## config.mk

```make
export PLATFORM = sky130hd
export DESIGN_NAME = sram_port0_req_ctrl
export DESIGN_NICKNAME = d
export VERILOG_FILES = /design/src/rtl/sram_port0_req_ctrl.sv
export SDC_FILE = /design/constraint.sdc
export NUM_CORES = 1
export LEC_CHECK = 0
export BUFFER_PORTS_ARGS = -buffer_cell sky130_fd_sc_hd__buf_2
export CORE_MARGIN = 2
export CORE_UTILIZATION = 45
export DETAILED_ROUTE_END_ITERATION = 8
export GPL_TIMING_DRIVEN = 0
export HOLD_SLACK_MARGIN = 0.08
export PLACE_DENSITY = 0.74
export SLEW_MARGIN = 20
export SYNTH_ARGS = -nofsm -noshare
export SYNTH_HDL_FRONTEND = slang
export SYNTH_SLANG_ARGS = --single-unit
```

## constraint.sdc

```tcl
create_clock -name clk -period 2.43 [get_ports clk]
set_input_delay 0.3645 -clock clk [delete_from_list [all_inputs] [get_ports clk]]
set_output_delay 0.3645 -clock clk [all_outputs]
set_load 0.02 [all_outputs]
```

## src/rtl/sram_port0_req_ctrl.sv

```systemverilog
// Valid/ready request front-end for RW port 0 of a 32x512 OpenRAM macro.
// Registers the macro inputs, captures dout0 at its single valid edge and returns reads in order.
module sram_port0_req_ctrl #(
    parameter int ADDR_WIDTH = 9,
    parameter int DATA_WIDTH = 32,
    parameter int NUM_WMASKS = 4,
    parameter int RSP_DEPTH  = 2
) (
    input  logic                  clk,
    input  logic                  rst_n,
    input  logic                  req_valid,
    output logic                  req_ready,
    input  logic                  req_we,
    input  logic [NUM_WMASKS-1:0] req_wmask,
    input  logic [ADDR_WIDTH-1:0] req_addr,
    input  logic [DATA_WIDTH-1:0] req_wdata,
    output logic                  rsp_valid,
    input  logic                  rsp_ready,
    output logic [DATA_WIDTH-1:0] rsp_rdata,
    output logic                  sram_csb0,
    output logic                  sram_web0,
    output logic [NUM_WMASKS-1:0] sram_wmask0,
    output logic [ADDR_WIDTH-1:0] sram_addr0,
    output logic [DATA_WIDTH-1:0] sram_din0,
    input  logic [DATA_WIDTH-1:0] sram_dout0
);
    localparam int PTR_W = $clog2(RSP_DEPTH);
    localparam int CNT_W = PTR_W + 1;
    localparam logic [CNT_W-1:0] DEPTH_C = CNT_W'(RSP_DEPTH);
    localparam logic [PTR_W:0]   PTR_ONE = {{PTR_W{1'b0}}, 1'b1};

    logic                  rd_s1_q, rd_s2_q;
    logic [PTR_W:0]        wr_ptr_q, rd_ptr_q;
    logic [DATA_WIDTH-1:0] fifo_q [RSP_DEPTH];
    logic [CNT_W-1:0]      count, pending;
    logic                  accept, push, pop;

    // Handshakes: a transfer happens on a rising edge where valid & ready are both high.
    // req_ready is 1 for writes; for reads it requires a free response credit, computed from
    // registered state only, so a pop frees its credit one cycle later.
    assign count     = wr_ptr_q - rd_ptr_q;
    assign pending   = count + {{(CNT_W-1){1'b0}}, rd_s1_q} + {{(CNT_W-1){1'b0}}, rd_s2_q};
    assign req_ready = req_we | (pending < DEPTH_C);
    assign accept    = req_valid & req_ready;
    assign rsp_valid = (wr_ptr_q != rd_ptr_q);
    assign rsp_rdata = fifo_q[rd_ptr_q[PTR_W-1:0]];
    assign pop       = rsp_valid & rsp_ready;
    // rd_s2 marks the only edge at which the macro's read data is guaranteed stable.
    assign push      = rd_s2_q;

    always_ff @(posedge clk or negedge rst_n) begin
        if (!rst_n) begin
            sram_csb0   <= 1'b1;
            sram_web0   <= 1'b1;
            sram_wmask0 <= '0;
            sram_addr0  <= '0;
            sram_din0   <= '0;
        end else if (accept) begin
            sram_csb0   <= 1'b0;
            sram_web0   <= ~req_we;
            sram_wmask0 <= req_we ? req_wmask : '0;
            sram_addr0  <= req_addr;
            sram_din0   <= req_wdata;
        end else begin
            sram_csb0   <= 1'b1;
            sram_web0   <= 1'b1;
        end
    end

    always_ff @(posedge clk or negedge rst_n) begin
        if (!rst_n) begin
            rd_s1_q <= 1'b0;
            rd_s2_q <= 1'b0;
        end else begin
            rd_s1_q <= accept & ~req_we;
            rd_s2_q <= rd_s1_q;
        end
    end

    always_ff @(posedge clk or negedge rst_n) begin
        if (!rst_n) begin
            wr_ptr_q <= '0;
            rd_ptr_q <= '0;
            for (int i = 0; i < RSP_DEPTH; i++) fifo_q[i] <= '0;
        end else begin
            if (push) begin
                fifo_q[wr_ptr_q[PTR_W-1:0]] <= sram_dout0;
                wr_ptr_q <= wr_ptr_q + PTR_ONE;
            end
            if (pop) rd_ptr_q <= rd_ptr_q + PTR_ONE;
        end
    end

    always_ff @(posedge clk) begin
        if (rst_n && push) begin
            assert (count != DEPTH_C) else $error("response FIFO push while full");
        end
    end
endmodule

```

==> impl_table.tex, run 1 <==
\begin{tabular}{lr}
\hline
Metric & Value \\
\hline
\multicolumn{2}{l}{\textbf{Run status}} \\
\quad Result of the run & finished, violations left \\
\quad Violated checks & negative setup slack \\
\multicolumn{2}{l}{\textbf{Synth}} \\
\quad Unique cell type count in the Yosys netlist & 22 \\
\quad Synth warn & 0 \\
\quad Main combinational cell family by area after synthesis & multiplexers \\
\quad Synth Area in Compound Gates & 1.24\% \\
\quad Sequential-to-total area share from yosys stat & 59.4\% \\
\quad Synth Net Count & 378 \\
\quad Leading area contributor after synthesis & sky130\_fd\_sc\_hd\_\_dfrtp\_1 \\
\quad Area share of the leading cell type in the synthesized netlist & 58.3\% \\
\quad Synth Register Bits & 117 \\
\quad Basic-gate share of the synthesized area counting and, or, nand and nor cells & 0.837\% \\
\quad Post-Synth XOR/XNOR Area & 1.50\% \\
\quad Synth Instances & 294 \\
\quad Post-synthesis cell area & 0.00493 mm² \\
\quad Most common library cells after synthesis & sky130\_fd\_sc\_hd\_\_dfrtp\_1, sky130\_fd\_sc\_hd\_\_mux2\_2, sky130\_fd\_sc\_hd\_\_mux2\_4 \\
\quad Synthesized-area fraction occupied by adder cells & 0.507\% \\
\quad Most used standard cell by instance count after synthesis & sky130\_fd\_sc\_hd\_\_dfrtp\_1 \\
\quad Proportion of synthesized area in mux cells & 33.9\% \\
\quad Main synth FF type & sky130\_fd\_sc\_hd\_\_dfrtp\_1 \\
\quad Synth async-reset ratio & 100\% \\
\quad Ranking of synthesized cells by area & sky130\_fd\_sc\_hd\_\_dfrtp\_1, sky130\_fd\_sc\_hd\_\_mux2\_2, sky130\_fd\_sc\_hd\_\_mux2\_4 \\
\quad Count of flip-flops with a built-in enable after synthesis & 0 \\
\quad Post-Synthesis Mean Instance Area & 16.8 µm² \\
\multicolumn{2}{l}{\textbf{Detailed routing}} \\
\quad Drc violations & 0 \\
\quad Total iterations of the first detailed-routing run & 4 \\
\quad Count of antenna-violating nets left after detailed routing & 0 \\
\quad Detailed-route via count & 3346 \\
\quad Via/cell ratio & 4.81 \\
\quad Routed wirelength normalized by instance count & 16.2 µm \\
\quad Routed Wire Length & 11.2 mm \\
\quad Drt first-iter violations & 101 \\
\multicolumn{2}{l}{\textbf{Global routing}} \\
\quad Number of global-route vias before repair & 3686 \\
\quad Wire length of the first global-routing pass & 17.9 mm \\
\quad Antenna violations before repair & 0 \\
\quad Grt ovf & 0 \\
\quad Maximum number of pins on one net before global-route repair & 85 \\
\quad GRT Resource Usage Total & 20.2\% \\
\multicolumn{2}{l}{\textbf{Worst setup path}} \\
\quad Stage delay of the slowest cell on the critical path & 400 ps \\
\quad Ordered list of cells on the worst path & ha\_4 > inv\_4 > ha\_4 > a21oi\_2 > xnor3\_2 > or2\_4 > buf\_6 \\
\quad Setup crit end kind & output pin \\
\quad Worst path slowest cell & sky130\_fd\_sc\_hd\_\_dfrtp\_1 \\
\quad Largest delay share family, worst path & adder cells \\
\quad Most numerous cell on the critical path & sky130\_fd\_sc\_hd\_\_ha\_4 \\
\quad Peak fanout along the critical path & 3 \\
\quad Count of buffer and inverter cells on the critical path & 2 \\
\quad WP data required & 2070 ps \\
\quad Critical path start-end classification & flop to output pin \\
\quad Setup crit start kind & flop \\
\quad Critical path arrival & 2250 ps \\
\multicolumn{2}{l}{\textbf{Floorplan}} \\
\quad Die height & 109 µm \\
\quad Starting density of the core & 45.9\% \\
\quad Number of top-level design ports & 163 \\
\quad Placement Rows & 38 \\
\quad Area of the core region & 0.0107 mm² \\
\quad Die boundary width & 109 µm \\
\quad Die Outline Area & 0.0118 mm² \\
\multicolumn{2}{l}{\textbf{Timing}} \\
\quad Setup clock skew after layout & 9.99 ps \\
\quad Post-Route Hold Slack & 105 ps \\
\quad Worst slew margin relative to its limit & 57.4\% \\
\quad Post-layout worst setup margin & -181 ps \\
\quad Actual transition at the worst max-transition pin & 638 ps \\
\quad Count of final setup violators & 1 \\
\quad Count of final max-slew check failures & 0 \\
\quad Clock period minus final worst setup slack & 2610 ps \\
\quad Unrepaired setup endpoints after global routing & yes \\
\quad Maximum achievable frequency & 383 MHz \\
\quad Count of endpoints failing hold in the final timing report & 0 \\
\quad Post-route fraction of the period consumed by the critical path & 107\% \\
\multicolumn{2}{l}{\textbf{CTS}} \\
\quad Clk buf depth & 2 \\
\quad Latest clock arrival within the worst-skew pair & 510 ps \\
\quad Clock buffers created by TritonCTS & 17 \\
\quad Cell at the root of the clock tree & sky130\_fd\_sc\_hd\_\_clkbuf\_8 \\
\quad CTS clk-pin slew, worst paths & 50 ps \\
\quad CTS tree & built \\
\quad Number of clock sinks & 117 \\
\quad H-tree lvl count & 4 \\
\multicolumn{2}{l}{\textbf{Power}} \\
\quad Static leakage power & 3.48 nW \\
\quad Maximum vdd ir drop & 0.919 mV \\
\quad Power Dens Cells & 1490 mW/mm² \\
\multicolumn{2}{l}{\textbf{Placed design}} \\
\quad Final weighted congestion in routability-driven placement & 0.725 \\
\quad Total half-perimeter wirelength after legalization and detailed placement & 6.81 mm \\
\quad Total cell area at the placement stage & 0.00595 mm² \\
\quad Buffers added on ports & 161 \\
\multicolumn{2}{l}{\textbf{Layout}} \\
\quad Final design instance area without fill & 0.00725 mm² \\
\quad Filler cells & 786 \\
\quad Area Overhead vs Synth & 46.9\% \\
\quad Antenna diodes & 0 \\
\quad Share of layout cells above drive strength 1 & 62.7\% \\
\quad Total number of nets in the final design & 629 \\
\quad Finished Core Util & 67.4\% \\
\multicolumn{2}{l}{\textbf{Hold path}} \\
\quad Class of the worst hold path & input port to flop \\
\multicolumn{2}{l}{\textbf{Flow run}} \\
\quad Max capacitance violation total & 0 \\
\hline
\end{tabular}
registers in the layout (all words and copies together), names as in the netlist:
| signal | count |
|---|---|
| sram_wmask0 | 4 |
| sram_din0 | 32 |
| wr_ptr_q | 2 |
| rd_s1_q | 1 |
| rd_ptr_q | 2 |
| sram_web0 | 1 |
| sram_csb0 | 1 |
| fifo_q | 64 |
| sram_addr0 | 9 |
| push | 1 |
path summary, 6_finish.rpt:
path	start	end	slack [ps]	cells past startpoint
worst max-delay path	rd_ptr_q[0]	req_ready	-180	7
worst min-delay path	sram_dout0[13]	fifo_q[45]	110	2
worst max register to register	rd_ptr_q[0]	sram_addr0[2]	170	9
worst min register to register	rd_s1_q	push	400	0
max in group asynchronous	rst_n	fifo_q[48]	1410	3
min in group asynchronous	rst_n	fifo_q[26]	320	2
cells in the final DEF, fill, tap and decap left out, drive strengths merged:
cell / synthesis / final
xor2: 1 / 1
nand2: 4 / 4
o21ai: 1 / 1
nor2b: 1 / 1
ha: 2 / 2
bufinv: 0 / 1
or2: 1 / 1
dfstp: 2 / 2
mux2: 137 / 137
a21oi: 1 / 1
xnor2: 4 / 4
nand3: 1 / 1
and3b: 1 / 1
dfrtp: 115 / 115
a32o: 4 / 4
buf: 10 / 177
clkbuf: 6 / 29
inv: 2 / 2
dlygate4sd3: 0 / 66
xnor3: 1 / 1
clkinv: 0 / 4
routing by layer:
metal  global-route usage, %  vias to the layer above  routed length [µm]
li1                        -                     1549                   -
met1                    23.7                     1637                4820
met2                    32.8                      134                5320
met3                    6.93                       26                 823
met4                    10.8                        0                 279
met5                       0                        -                   0
power by group:
part           total (mW)  leakage, nW  internal (mW)  switching, mW
Combinational        5.14         1.83           2.66           2.48
Clock                2.22        0.266           1.44          0.783
Sequential           3.48         1.38           2.94          0.534
Total                10.8         3.48           7.03           3.80
logic make-up (layout without fill, tap and decap cells):
logic type | after synthesis | in the layout
multiplexers | 137 | 137
flip-flops | 117 | 117
buffers and inverters | 18 | 279
AND/OR/NAND/NOR | 8 | 8
AO/OA/AOI/OAI | 6 | 6
XOR/XNOR | 6 | 6
adder cells (fa/ha/maj) | 2 | 2
metrics by stage:
step	setup TNS, ps	cells	power (mW)	worst slack, ps
3_3_place_gp	-43750	595	8.12	-332
2_1_floorplan	0	294	6.91	53.1
6_report	-181	695	10.8	-181
4_1_cts	-311	694	10.9	-311
3_5_place_dp	-7650	596	8.28	-212
5_1_grt	-269	695	11.4	-269
final cells by class:
cell class                 instances  area [µm²]  area share [%]
tap                              140         175            2.42
multi-input combinational        159        1910            26.3
inverter                           2        10.0           0.138
clock inverter                     5        50.0           0.691
timing repair buffer             232        1560            21.6
sequential                       117        2930            40.4
clock buffer                      24         480            6.63
buffer                            16         130            1.80
repair_timing:
item	4_1_cts	5_1_grt
endpoints found under the hold margin	115	0
pin swaps	4	4
setup endpoints to repair	71	22
hold buffers	66	0
resized for setup	15	2
buffers inserted	3	1
No activity file was read; power rests on OpenSTA's default activity.
==> run 2: changes to the inputs <==
- PLACE_DENSITY: 0.74 -> 0.71
- clock period: 2.43 -> 2.5 ns (I/O delays scaled with it)
==> run 2 against run 1 <==
The flow still finishes with violations (negative setup slack). Core utilization fell by 4.7 points. Design area fell by 7.0%. Routed wire length fell by 14%. Combinational power decreased by 4.3%. Non-clock buffer count shrank 60. Critical path depth did not move. Clock power rose by 16%. Largest cell class unchanged. Largest power group unchanged. Highest routed layer is now met5.
==> impl_table.tex, run 2 (same netlist as run 1, synthesis figures left out) <==
\begin{tabular}{lr}
\hline
Metric & Value \\
\hline
\multicolumn{2}{l}{\textbf{Run status}} \\
\quad Result of the run & finished, violations left \\
\quad Violated checks & negative setup slack \\
\multicolumn{2}{l}{\textbf{Detailed routing}} \\
\quad Via/cell ratio & 4.81 \\
\quad Count of antenna-violating nets left after detailed routing & 0 \\
\quad Drt first-iter violations & 78 \\
\quad Routed Wire Length & 9.62 mm \\
\quad Routed wirelength normalized by instance count & 15.1 µm \\
\quad Detailed-route via count & 3067 \\
\quad Drc violations & 0 \\
\quad Total iterations of the first detailed-routing run & 3 \\
\multicolumn{2}{l}{\textbf{Power}} \\
\quad Comb pwr share & 45.5\% \\
\quad Net switching share of the total power & 33.5\% \\
\quad Static leakage power & 3.27 nW \\
\quad Power Dens Cells & 1610 mW/mm² \\
\quad Clock network fraction of total power & 23.7\% \\
\quad Internal power & 7.20 mW \\
\quad Maximum vdd ir drop & 0.891 mV \\
\quad Share of total power in sequential cells & 30.8\% \\
\quad Net switching component of the power & 3.63 mW \\
\multicolumn{2}{l}{\textbf{Layout}} \\
\quad Commonest cells after routing, fill and taps aside & sky130\_fd\_sc\_hd\_\_buf\_2, sky130\_fd\_sc\_hd\_\_dfrtp\_1, sky130\_fd\_sc\_hd\_\_mux2\_2 \\
\quad Finished Core Util & 62.7\% \\
\quad Largest reg by FF count & fifo\_q \\
\quad Largest regs & fifo\_q (64), sram\_din0 (32), sram\_addr0 (9) \\
\quad Filler cells & 833 \\
\quad Combined flip-flop and latch cell area & 0.00293 mm² \\
\quad Area Overhead vs Synth & 36.6\% \\
\quad Combined area of the multi-input logic cells & 0.00191 mm² \\
\quad Flip-flop count of the largest register after layout & 64 \\
\quad Antenna diodes & 0 \\
\quad Share of layout cells above drive strength 1 & 70.9\% \\
\quad Total number of nets in the final design & 569 \\
\quad Most common library cell in the layout ignoring fill and taps & sky130\_fd\_sc\_hd\_\_buf\_2 \\
\multicolumn{2}{l}{\textbf{Worst setup path}} \\
\quad Critical path start-end classification & flop to output pin \\
\quad Stage delay of the slowest cell on the critical path & 400 ps \\
\quad Ordered list of cells on the worst path & ha\_4 > inv\_2 > ha\_4 > a21oi\_2 > xnor3\_2 > or2\_4 > buf\_6 \\
\quad Setup crit start kind & flop \\
\quad WP data required & 2120 ps \\
\quad Count of buffer and inverter cells on the critical path & 2 \\
\quad Worst path slowest cell & sky130\_fd\_sc\_hd\_\_dfrtp\_1 \\
\quad Most numerous cell on the critical path & sky130\_fd\_sc\_hd\_\_ha\_4 \\
\quad Largest delay share family, worst path & adder cells \\
\quad Setup crit end kind & output pin \\
\quad Critical path arrival & 2180 ps \\
\quad Peak fanout along the critical path & 2 \\
\multicolumn{2}{l}{\textbf{Floorplan}} \\
\quad Area of the core region & 0.0107 mm² \\
\quad Starting density of the core & 45.9\% \\
\quad Die boundary width & 109 µm \\
\quad Number of top-level design ports & 163 \\
\quad Die Outline Area & 0.0118 mm² \\
\quad Placement Rows & 38 \\
\quad Die height & 109 µm \\
\multicolumn{2}{l}{\textbf{Timing}} \\
\quad Maximum achievable frequency & 392 MHz \\
\quad Unrepaired setup endpoints after global routing & yes \\
\quad Post-route fraction of the period consumed by the critical path & 102\% \\
\quad Worst slew margin relative to its limit & 55.4\% \\
\quad Sum of negative setup slack & -50.2 ps \\
\quad Setup clock skew after layout & 10.6 ps \\
\quad Post-Route Hold Slack & 107 ps \\
\quad Post-layout worst setup margin & -50.2 ps \\
\quad Count of final setup violators & 1 \\
\quad Count of endpoints failing hold in the final timing report & 0 \\
\quad Clock period minus final worst setup slack & 2550 ps \\
\quad Actual transition at the worst max-transition pin & 669 ps \\
\quad Count of final max-slew check failures & 0 \\
\multicolumn{2}{l}{\textbf{CTS}} \\
\quad Latest clock arrival within the worst-skew pair & 500 ps \\
\quad Number of clock sinks & 117 \\
\quad Clock buffers created by TritonCTS & 17 \\
\quad CTS clk-pin slew, worst paths & 60 ps \\
\quad CTS tree & built \\
\quad Clk buf depth & 2 \\
\quad Cell at the root of the clock tree & sky130\_fd\_sc\_hd\_\_clkbuf\_8 \\
\quad H-tree lvl count & 4 \\
\multicolumn{2}{l}{\textbf{Global routing}} \\
\quad Antenna violations before repair & 1 \\
\quad Maximum number of pins on one net before global-route repair & 74 \\
\quad Wire length of the first global-routing pass & 15.5 mm \\
\quad Grt ovf & 0 \\
\quad GRT Resource Usage Total & 17.1\% \\
\quad Number of global-route vias before repair & 3238 \\
\multicolumn{2}{l}{\textbf{Placed design}} \\
\quad Final weighted congestion in routability-driven placement & 0.730 \\
\quad Buffers added on ports & 161 \\
\quad Total half-perimeter wirelength after legalization and detailed placement & 6.74 mm \\
\multicolumn{2}{l}{\textbf{Hold path}} \\
\quad Class of the worst hold path & input port to flop \\
\multicolumn{2}{l}{\textbf{Flow run}} \\
\quad Max capacitance violation total & 0 \\
\hline
\end{tabular}
==> run 2: changes by cell type in the layout (fill, tap and decap cells not counted), sizes merged <==
cell	change
clkinvlp	+2
clkinv	-3
dlygate4sd3	-62
bufinv	+3
buf	+3
==> run 2: layout make-up <==
class                           instances  share of cell area [%]
Buffer                                 16                    1.95
Inverter                                2                   0.111
Multi-Input combinational cell        159                    28.3
Clock buffer                           25                    7.48
Timing Repair Buffer                  172                    14.0
Sequential cell                       117                    43.5
Tap cell                              140                    2.60
Clock inverter                          7                    2.08
==> run 2: power by group through the flow <==
stage	logic, mW	clock network, mW	registers [mW]
finish	4.92	2.57	3.34
global route	5.25	2.73	3.47
CTS	4.91	2.63	3.34
detailed placement	4.68	0	3.34
global placement	4.60	0	3.30
floorplan	2.99	0	3.72
==> run 2: worst reg2reg max path, delay by kind of cell (launching register included) <==
family	cells	cell delay, ps
buf+inv	5	640
fa+ha+maj	2	480
flops	1	400
mux	1	300
xor+xnor	1	280
compound gates	2	260
==> run 2: stage by stage <==
stage	worst slack, ps	cell area [µm²]	cells	total power [mW]
global placement	-323	5910	595	7.90
CTS	-93.3	6710	635	10.9
floorplan	123	4930	294	6.71
finish	-50.2	6740	638	10.8
global route	-140	6740	638	11.4
detailed placement	-131	5950	596	8.02
==> run 2: timing repair <==
item | in CTS | in global routing
resized for setup | 13 | 3
gates cloned | 0 | 0
buffers inserted | 4 | 2
setup endpoints to repair | 64 | 29
endpoints found under the hold margin | 46 | 1
pin swaps | 2 | 2
hold buffers | 3 | 1
==> run 2: metal layers <==
layer	global-route usage, %	share of wire, %	wire, µm
met1	22.0	44	4230
met2	26.5	47	4510
met3	6.10	7.9	765
met4	6.59	1.1	109
met5	0	0.11	11
==> run 2: final timing paths <==
kind | slack, ps | from | to | depth (start not counted)
max in group asynchronous | 1410 | rst_n | sram_web0 | 3
min in group asynchronous | 360 | rst_n | fifo_q[30] | 2
worst min-delay path | 110 | req_addr[4] | sram_addr0[4] | 2
worst min register to register | 400 | rd_s1_q | push | 0
worst max register to register | 10 | rd_ptr_q[0] | sram_addr0[5] | 11
worst max-delay path | -50 | rd_ptr_q[0] | req_ready | 7
==> run 3: changes to the inputs <==
- TNS_END_PERCENT: not set -> 5
==> run 3 against run 2 <==
Hold slack better by 0.99 ps. Via count decreased by 0.39%. Sequential cell count did not move. Critical endpoint unchanged. Total power decreased by 0.46%. Routed wire length decreased by 0.37%. Register-to-register slack gained 100 ps. Sequential power about the same. The run still ends with negative setup slack left.
==> impl_table.tex, run 3 (same netlist as run 1, synthesis figures left out) <==
\begin{tabular}{lr}
\hline
Metric & Value \\
\hline
\multicolumn{2}{l}{\textbf{Worst setup path}} \\
\quad Critical path arrival & 2180 ps \\
\quad Worst r2r path cells & 10 \\
\quad Register-to-register setup slack & 110 ps \\
\quad WP data required & 2120 ps \\
\quad Reg2Reg Capture Point & sram\_addr0[5] \\
\quad Critical path start-end classification & flop to output pin \\
\quad Setup crit start kind & flop \\
\quad Reg-to-reg startpoint & rd\_ptr\_q[0] \\
\quad Setup crit end kind & output pin \\
\quad Peak fanout along the critical path & 2 \\
\multicolumn{2}{l}{\textbf{Layout}} \\
\quad Filler cells & 834 \\
\quad Flip-flop count of the largest register after layout & 64 \\
\quad Antenna diodes & 0 \\
\quad Most common library cell in the layout ignoring fill and taps & sky130\_fd\_sc\_hd\_\_buf\_2 \\
\quad Commonest cells after routing, fill and taps aside & sky130\_fd\_sc\_hd\_\_buf\_2, sky130\_fd\_sc\_hd\_\_dfrtp\_1, sky130\_fd\_sc\_hd\_\_mux2\_2 \\
\quad Largest regs & fifo\_q (64), sram\_din0 (32), sram\_addr0 (9) \\
\quad Total number of nets in the final design & 568 \\
\quad Combined area of the multi-input logic cells & 0.00191 mm² \\
\quad Share of layout cells above drive strength 1 & 71.0\% \\
\quad Largest reg by FF count & fifo\_q \\
\quad Combined flip-flop and latch cell area & 0.00293 mm² \\
\quad Final design instance area without fill & 0.00673 mm² \\
\quad Area Overhead vs Synth & 36.4\% \\
\quad Layout Cells excl Fill & 637 \\
\multicolumn{2}{l}{\textbf{Power}} \\
\quad Clock network fraction of total power & 23.8\% \\
\quad Net switching share of the total power & 33.6\% \\
\quad Net switching component of the power & 3.62 mW \\
\quad Share of total power in sequential cells & 31.0\% \\
\quad Static leakage power & 3.27 nW \\
\quad Internal power & 7.16 mW \\
\quad Comb pwr share & 45.2\% \\
\quad Power Dens Cells & 1600 mW/mm² \\
\quad Maximum vdd ir drop & 0.891 mV \\
\multicolumn{2}{l}{\textbf{CTS}} \\
\quad Cell at the root of the clock tree & sky130\_fd\_sc\_hd\_\_clkbuf\_8 \\
\quad Number of clock sinks & 117 \\
\quad CTS tree & built \\
\quad CTS clk-pin slew, worst paths & 60 ps \\
\quad H-tree lvl count & 4 \\
\quad Latest clock arrival within the worst-skew pair & 500 ps \\
\quad Clk buf depth & 2 \\
\quad Clock buffers created by TritonCTS & 17 \\
\multicolumn{2}{l}{\textbf{Timing}} \\
\quad Count of final setup violators & 1 \\
\quad Unrepaired setup endpoints after global routing & yes \\
\quad Post-route fraction of the period consumed by the critical path & 102\% \\
\quad Count of final max-slew check failures & 0 \\
\quad Setup clock skew after layout & 10.6 ps \\
\quad Maximum achievable frequency & 392 MHz \\
\quad Clock period minus final worst setup slack & 2550 ps \\
\quad Count of endpoints failing hold in the final timing report & 0 \\
\quad Worst slew margin relative to its limit & 55.4\% \\
\quad Post-layout worst setup margin & -53.6 ps \\
\quad Actual transition at the worst max-transition pin & 669 ps \\
\multicolumn{2}{l}{\textbf{Detailed routing}} \\
\quad Routed Wire Length & 9.59 mm \\
\quad Drc violations & 0 \\
\quad Drt first-iter violations & 71 \\
\quad Count of antenna-violating nets left after detailed routing & 0 \\
\quad Routed wirelength normalized by instance count & 15.1 µm \\
\quad Total iterations of the first detailed-routing run & 3 \\
\quad Detailed-route via count & 3055 \\
\quad Via/cell ratio & 4.80 \\
\multicolumn{2}{l}{\textbf{Hold path}} \\
\quad Sink of the worst hold path & sram\_addr0[4] \\
\quad Worst hold start & req\_addr[4] \\
\quad Cell depth of the worst hold path & 2 \\
\quad Class of the worst hold path & input port to flop \\
\multicolumn{2}{l}{\textbf{Run status}} \\
\quad Violated checks & negative setup slack \\
\quad Result of the run & finished, violations left \\
\multicolumn{2}{l}{\textbf{Global routing}} \\
\quad Antenna violations before repair & 1 \\
\quad Maximum number of pins on one net before global-route repair & 74 \\
\quad GRT Resource Usage Total & 17.0\% \\
\quad Number of global-route vias before repair & 3226 \\
\quad Wire length of the first global-routing pass & 15.4 mm \\
\quad Grt ovf & 0 \\
\multicolumn{2}{l}{\textbf{Placed design}} \\
\quad Total cell area at the placement stage & 0.00595 mm² \\
\quad Inst Count DP & 596 \\
\quad Worst slack after detailed placement & -131 ps \\
\quad Total half-perimeter wirelength after legalization and detailed placement & 6.74 mm \\
\quad Buffers added on ports & 161 \\
\quad Final weighted congestion in routability-driven placement & 0.730 \\
\multicolumn{2}{l}{\textbf{Floorplan}} \\
\quad Area of the core region & 0.0107 mm² \\
\quad Number of top-level design ports & 163 \\
\quad Die boundary width & 109 µm \\
\quad Die height & 109 µm \\
\quad Starting density of the core & 45.9\% \\
\quad Placement Rows & 38 \\
\quad Die Outline Area & 0.0118 mm² \\
\multicolumn{2}{l}{\textbf{Flow run}} \\
\quad Max capacitance violation total & 0 \\
\hline
\end{tabular}
[run 3: power groups by stage]
stage	combinational, mW	clock (mW)	sequential, mW
after CTS	4.85	2.63	3.34
after floorplan	2.99	0	3.72
final	4.87	2.57	3.34
after global placement	4.60	0	3.30
after global routing	5.19	2.73	3.47
after detailed placement	4.68	0	3.34
[run 3: through the flow]
step	hold WS [ps]	util, %	setup TNS (ps)	total power [mW]
detailed placement	328	55.4	-4150	8.02
floorplan	79.4	-	0	6.71
global route	80.7	62.6	-139	11.4
global placement	369	55.0	-38930	7.90
finish	108	62.6	-53.6	10.8
CTS	80.5	62.2	-2510	10.8
[run 3: cell type report]
cell class	count	share of cell area (%)
buffer	16	1.90
clock buffer	25	7.49
clock inverter	7	2.08
inverter	2	0.112
multi-input combinational	159	28.4
sequential	117	43.5
tap	140	2.60
timing repair buffer	171	13.9
[run 3: worst max-delay path by stage]
stage / from / end / slack (ps) / cells past startpoint
floorplan: wr_ptr_q[0] / sram_addr0[0] / 120 / 9
global placement: rst_n / sram_din0[27] / -320 / 1
detailed placement: wr_ptr_q[0] / sram_addr0[5] / -130 / 9
CTS: rd_ptr_q[0] / req_ready / -90 / 7
global route: wr_ptr_q[0] / req_ready / -140 / 8
finish: rd_ptr_q[0] / req_ready / -50 / 7
[run 3: critical path: stages (launching register included)]
cell and delay [ps]:
sky130_fd_sc_hd__dfrtp_1 400, sky130_fd_sc_hd__ha_4 280, sky130_fd_sc_hd__inv_2 40, sky130_fd_sc_hd__ha_4 200, sky130_fd_sc_hd__a21oi_2 120, sky130_fd_sc_hd__xnor3_2 280, sky130_fd_sc_hd__or2_4 240, sky130_fd_sc_hd__buf_6 130
[run 3: layer usage]
layer,GRT usage (%),wire (µm),up-vias
li1,-,-,1430
met1,22.0,4270,1495
met2,26.4,4430,117
met3,6.10,763,11
met4,6.59,109,2
met5,0,16,-
[run 3: what timing repair did]
action / 4_1_cts / 5_1_grt
pin swaps: 2 / 2
resized for setup: 13 / 3
setup buffers: 2 / 3
hold endpoints to repair: 46 / 1
hold buffers: 3 / 1
setup endpoints to repair: 64 / 70
